==> config.mk <==
export PLATFORM = sky130hd
export DESIGN_NAME = adder_stim_check
export DESIGN_NICKNAME = d
export VERILOG_FILES = /design/src/rtl/adder_stim_check.sv
export SDC_FILE = /design/constraint.sdc
export NUM_CORES = 1
export LEC_CHECK = 0
export CAP_MARGIN = 20
export CORE_MARGIN = 2
export CORE_UTILIZATION = 45
export DETAILED_ROUTE_END_ITERATION = 10
export PLACE_DENSITY = 0.76
export SLEW_MARGIN = 20
export SYNTH_ARGS = -nofsm -noshare
export SYNTH_HDL_FRONTEND = slang
export SYNTH_SLANG_ARGS = --single-unit
==> constraint.sdc <==
create_clock -name clk -period 2 [get_ports clk]
set_input_delay 0.6 -clock clk [delete_from_list [all_inputs] [get_ports clk]]
set_output_delay 0.6 -clock clk [all_outputs]
set_load 0.05 [all_outputs]
==> src/rtl/adder_stim_check.sv <==
// adder_stim_check: drives a WIDTH-bit carry-in adder from registers, samples its
// outputs after a programmable settle window and reports pass/fail with counters.
`timescale 1ns/1ps

module adder_stim_check #(
  parameter int unsigned WIDTH  = 4,
  parameter int unsigned SETTLE = 3,
  parameter int unsigned CNT_W  = 8
) (
  input  logic             clk,
  input  logic             rst,
  input  logic             req_valid,
  output logic             req_ready,
  input  logic [WIDTH-1:0] req_a,
  input  logic [WIDTH-1:0] req_b,
  input  logic             req_ci,
  output logic [WIDTH-1:0] dut_a,
  output logic [WIDTH-1:0] dut_b,
  output logic             dut_ci,
  input  logic             dut_co,
  input  logic [WIDTH-1:0] dut_sum,
  output logic             rsp_valid,
  input  logic             rsp_ready,
  output logic             rsp_pass,
  output logic [WIDTH:0]   rsp_got,
  output logic [WIDTH:0]   rsp_exp,
  input  logic             clr_counts,
  output logic [CNT_W-1:0] txn_count,
  output logic [CNT_W-1:0] err_count
);

  localparam int unsigned RW = WIDTH + 1;
  localparam int unsigned SW = (SETTLE > 1) ? $clog2(SETTLE) : 1;
  localparam logic [SW-1:0]    SLAST = SW'(SETTLE - 1);
  localparam logic [CNT_W-1:0] CMAX  = '1;

  typedef enum logic [1:0] {
    S_IDLE   = 2'd0,
    S_WAIT   = 2'd1,
    S_REPORT = 2'd2
  } state_t;

  state_t        state;
  logic [SW-1:0] settle_cnt;
  logic [RW-1:0] got_c;
  logic          sample_c;
  logic          miss_c;

  // Adder result as seen this cycle, and the sample/mismatch decode shared by FSM and counters
  assign got_c    = {dut_co, dut_sum};
  assign sample_c = (state == S_WAIT) && (settle_cnt == SLAST);
  assign miss_c   = (got_c != rsp_exp);

  // Ready is a pure state decode, gated so it stays low while reset is held
  assign req_ready = (state == S_IDLE) && !rst;

  // Transaction FSM: accept, settle, sample, hold response until taken
  always_ff @(posedge clk or posedge rst) begin
    if (rst) begin
      state      <= S_IDLE;
      settle_cnt <= '0;
      dut_a      <= '0;
      dut_b      <= '0;
      dut_ci     <= 1'b0;
      rsp_valid  <= 1'b0;
      rsp_pass   <= 1'b0;
      rsp_got    <= '0;
      rsp_exp    <= '0;
    end else begin
      case (state)
        S_IDLE: begin
          if (req_valid) begin
            dut_a      <= req_a;
            dut_b      <= req_b;
            dut_ci     <= req_ci;
            rsp_exp    <= RW'(req_a) + RW'(req_b) + RW'(req_ci);
            settle_cnt <= '0;
            state      <= S_WAIT;
          end
        end
        S_WAIT: begin
          settle_cnt <= settle_cnt + SW'(1);
          if (settle_cnt == SLAST) begin
            rsp_got   <= got_c;
            rsp_pass  <= !miss_c;
            rsp_valid <= 1'b1;
            state     <= S_REPORT;
          end
        end
        S_REPORT: begin
          if (rsp_ready) begin
            rsp_valid <= 1'b0;
            state     <= S_IDLE;
          end
        end
        default: begin
          state     <= S_IDLE;
          rsp_valid <= 1'b0;
        end
      endcase
    end
  end

  // Saturating sample/error counters; clear takes priority over a same-edge sample
  always_ff @(posedge clk or posedge rst) begin
    if (rst) begin
      txn_count <= '0;
      err_count <= '0;
    end else if (clr_counts) begin
      txn_count <= '0;
      err_count <= '0;
    end else if (sample_c) begin
      if (txn_count != CMAX) begin
        txn_count <= txn_count + CNT_W'(1);
      end
      if (miss_c && (err_count != CMAX)) begin
        err_count <= err_count + CNT_W'(1);
      end
    end
  end

endmodule

[After elaboration in Yosys (flattened, before gate mapping)]
Cells that the tools add are included.
W data, S select, Z words.
Word-level totals
  register bits: 41
  bits of input ports: 19
  output and inout port bits: 38
Cells by class
  add/subtract/negate cells: 5
  eq/ne operators: 9
  mux-type cells: 15
  bitwise gates (word level): 1
  reductions and logical operators: 17
Operators with widths (number)
  $mux W8: 6
  $add A8 B1 Y8 const B: 2
  $ne A8 B8 Y1 const B: 2
  $reduce_and A2 Y1: 5
  $mux W2: 4
  $reduce_bool A2 Y1: 4
  $pmux W2 S3: 1
  $reduce_and A3 Y1: 2
  $add A4 B4 Y5: 1
  $add A5 B1 Y5: 1
  $ne A5 B5 Y1: 1
  $eq A2 B2 Y1 const B: 2
  $ne A2 B2 Y1 const B: 2
  $pmux W2 S2: 1
  $logic_and A1 B1 Y1: 3
  $pmux W1 S3: 1
  $add A2 B1 Y2 const B: 1
  $eq A2 B1 Y1 const B: 1
  $logic_not A1 Y1: 2
  $logic_not A2 Y1: 1
  $mux W1: 2
  $ne A2 B1 Y1 const B: 1
  $not A1 Y1: 1

[Depth between registers and ports, before layout]
  depth after elaboration: 5
  mapped depth: 8

[Least setup slack after synthesis]
Ideal clock, no wire load.
  path kind: in2out
  start point: in rst
  end point: out req_ready
  arrival: 1.645 ns
  required time: 1.400 ns
  setup slack: -0.245 ns
  stages: 1
  path buffers: 0
  cell sequence: nor3_1
Between the ends
  word-level cells in the longest chain between the ends: 2
Ends and longest elaborated chain
  start, declared: line 11  | input logic rst,
  $logic_not A1 Y1 (no line)
  $logic_and A1 B1 Y1: line 55  | assign req_ready = (state == S_IDLE) && !rst;
  end, declared: line 13  | output logic req_ready,
Every way passes these cells.

[Worst setup path in the final report]
  start point: in dut_co
  end point: reg err_count[3]
Between the ends
  word-level cells in the longest chain between the ends: 4
Ends and longest elaborated chain
  start, declared: line 20  | input logic dut_co,
  $ne A5 B5 Y1: line 52  | assign miss_c = (got_c != rsp_exp);
  $logic_and A1 B1 Y1: line 116  | if (miss_c && (err_count != CMAX)) begin
  $reduce_bool A2 Y1 (no line)
  $reduce_and A2 Y1 (no line)
  end signal, assigned: line 117  | err_count <= err_count + CNT_W'(1);
  end, declared: line 29  | output logic [CNT_W-1:0] err_count
Every way passes these cells.
A chain may end at the register's enable or synchronous reset.

==> out/qor.yml <==
status:
  outcome: "finished, final reports clean"
sta:
  whs_ns: 0.4853
  drv_slew: 0
  min_period_ns: 1.897
  fin_crit_sh_pct: 94.86
  tightest_slew_ns: 0.3288
  setup_viol: 0
  final_hold_viol_count: 0
  rsz0062_at_grt: "false"
  slew_headroom_pct: 78.08
  fmax_mhz: 527.1
  clock_skew_ns: 0.005404
global_routing:
  grt_pass1_wl_um: 6989
  grt_pass1_vias: 1568
  grt_remaining_overflow: 0
  grt_use_total_pct: 17.41
  antenna_found_initial: 0
  grt_max_degree: 42
critical_path:
  crit_path_start_kind: "input pin"
  r2r-start: "err_count[0]"
  crit_path_max_fanout: 5
  path_cells: "clkdlybuf4s50_1, xor2_1, nor3_4, a21oi_4, and2_1, mux2_2"
  path_buf_inv: 1
  crit_slowest_cell: "clkdlybuf4s50_1"
  endpoint_kind: "flip-flop"
  r2r_slack_ns: 0.11
  rr_worst_depth: 6
  max_stage_delay_ns: 0.50
  path_class: "input pin to flip-flop"
  crit_family: "buffers and inverters"
  timing.rr.end: "err_count[3]"
  cp.required_ns: 2.18
  worstPathArrival_ns: 2.08
power:
  powerDensity_nw_per_um2: 1428
  power_leakage_nw: 1.392
  irDropWorstVdd_v: 0.001148
route:
  drc: 0
  ant_nets: 0
  num_vias: 1645
  viasPerCell: 5.046
  first_pass_iters: 6
  drt_iter0_drc: 68
  wire_per_inst_um: 12.98
  wl_um: 4232
final_layout:
  diodes: 0
  area_growth_pct: 35.32
  stdcell_area_um2: 2780
  layoutNonFillerInstCount: 326
  drive_above_1_share_pct: 27.37
  final_util_pct: 63.41
  layout.nets: 300
die:
  rows: 24
  die_y_um: 71.57
  initial_core_util_pct: 46.86
  die_w_um: 71.57
  die_area_um2: 5122
  core_region_area_um2: 4384
  ios: 57
synthesis:
  synthDistinctLibCells: 35
  synth_most_common_cell: "dfrtp_1"
  netlist_area_um2: 2054
  syn_area_per_cell_um2: 10.22
  yosys-top-cells-count: "dfrtp_1 (41), nand2_1 (40), nor2_1 (19), o21ai_0 (11), xor2_1 (11)"
  synth_seq_cells: 41
  synthCells: 201
  yosysWarnings: 0
  synth_top_area_share_pct: 49.94
  synth_top_flop_cell: "dfrtp_1"
  ys_top_cells_by_area: "dfrtp_1 (50%), nand2_1 (7.3%), xor2_1 (4.7%), mux2_2 (3.8%), ha_1 (3.7%)"
  syn-num-nets: 228
  synth_area_leader_cell: "dfrtp_1"
  synth-edff-count: 0
  seq_area_frac_synth_pct: 49.94
  async_reset_ff_share_pct: 100.0
place:
  placedCellCount: 318
  gp_congestion: 0.8246
  port-buffer-count: 56
  placed_cell_area_um2: 2699
  dpl.hpwl_um: 3180
clock_tree:
  root_buffer: "clkbuf_8"
  post-cts-setup-buffers: 0
  htree_levels: 2
  clk-insertion-delay-late_ns: 0.29
  cts_tree: "built"
  ctsLongestPathBuffers: 2
  cts_sinks: 41
  cts_inserted_buffers: 5
  clkSlewWorstSetupHoldPaths_ns: 0.07
hold_path:
  min_path_type: "flip-flop to flip-flop"
  min_path_cells: 2
  hold_path_startpoint: "dut_a[3]"
  min_to: "dut_a[3]"
run:
  drv_cap: 0
## kinds of logic after synthesis
kind of cell | synth area share [%]
adder cells (fa/ha/maj) | 5.603
AND/OR/NAND/NOR | 20.28
XOR/XNOR | 5.968
AO/OA/AOI/OAI | 8.771
flip-flops | 49.94
multiplexers | 6.456
buffers and inverters | 2.984
## report_power, final
part | switching (mW) | internal [mW]
Combinational | 1.40 | 0.745
Clock | 0.273 | 0.248
Sequential | 0.200 | 1.11
Total | 1.87 | 2.10
## what timing repair did
action | 4_1_cts | 5_1_grt
pin swaps | 1 | 1
setup endpoints to repair | 1 | 3
gates resized for setup | 1 | 2
hold buffers | 0 | 0
## worst register-to-register path, cell delays in order (launching register included)
cell,delay (ns)
dfrtp_2,0.43
ha_1,0.24
and3_1,0.21
a31o_4,0.26
a21oi_4,0.16
and2_1,0.15
mux2_2,0.32
## through the flow
step / TNS (ns) / power (mW) / setup WS (ns)
after floorplan: 0 / 2.781 / 0.02036
after global placement: -2.716 / 3.447 / -0.2234
after detailed placement: -3.011 / 3.491 / -0.2543
after CTS: 0 / 4.026 / 0.06001
after global routing: 0 / 4.220 / 0.004274
final: 0 / 3.971 / 0.1029
## metal layers
layer	vias to the layer above	part of all wire (%)	GRT usage, %
li1	814	-	-
met1	774	45	21.95
met2	50	48	28.40
met3	7	6.2	4.923
met4	0	1.5	6.918
met5	-	0	0
## flip-flops by register name, indices dropped and copies added, names as in the netlist, 2 cells and up
| name | flops |
|---|---|
| dut_a | 4 |
| err_count | 8 |
| rsp_got | 5 |
| dut_b | 4 |
| state | 2 |
| txn_count | 8 |
| rsp_exp | 5 |
| settle_cnt | 2 |
## placed cells by master (no fill, tap or decap), drive strengths merged
master         Yosys  layout
nor2b              6       6
nor3               3       3
nand4              6       6
nand3              4       4
clkbuf             3       8
inv                8       8
dfrtp             41      41
o211a              1       1
nand2             40      40
a32oi              1       1
a211oi             2       2
ha                 6       6
buf                3      53
and3               4       4
a21o               1       1
a31o               2       2
a31oi              1       1
nand2b             1       1
and2               2       2
o21ai             11      11
clkdlybuf4s50      0      17
a21oi              5       5
mux2i              2       2
xor2              11      11
fa                 2       2
dlygate4sd2        0       1
nor2              19      19
nand3b             1       1
mux2              10      10
xnor2              3       3
o21bai             1       1
and4b              1       1
## layout make-up
| cell class | instances | area [µm²] |
|---|---|---|
| Inverter | 8 | 30.03 |
| Tap cell | 52 | 65.06 |
| Multi-Input combinational cell | 146 | 974.7 |
| Fill cell | 394 | 1604 |
| Clock buffer | 8 | 80.08 |
| Timing Repair Buffer | 71 | 601.8 |
| Sequential cell | 41 | 1028 |
## worst max path at each step
stage | cells after the start | to | from
CTS | 6 | rsp_exp[3] | req_a[0]
detailed placement | 6 | rsp_exp[3] | req_a[0]
floorplan | 6 | err_count[3] | err_count[0]
global route | 7 | err_count[4] | dut_co
finish | 6 | err_count[3] | dut_co
global placement | 5 | rsp_exp[1] | req_a[0]
Note: power is estimated with default switching activity, not from simulation.
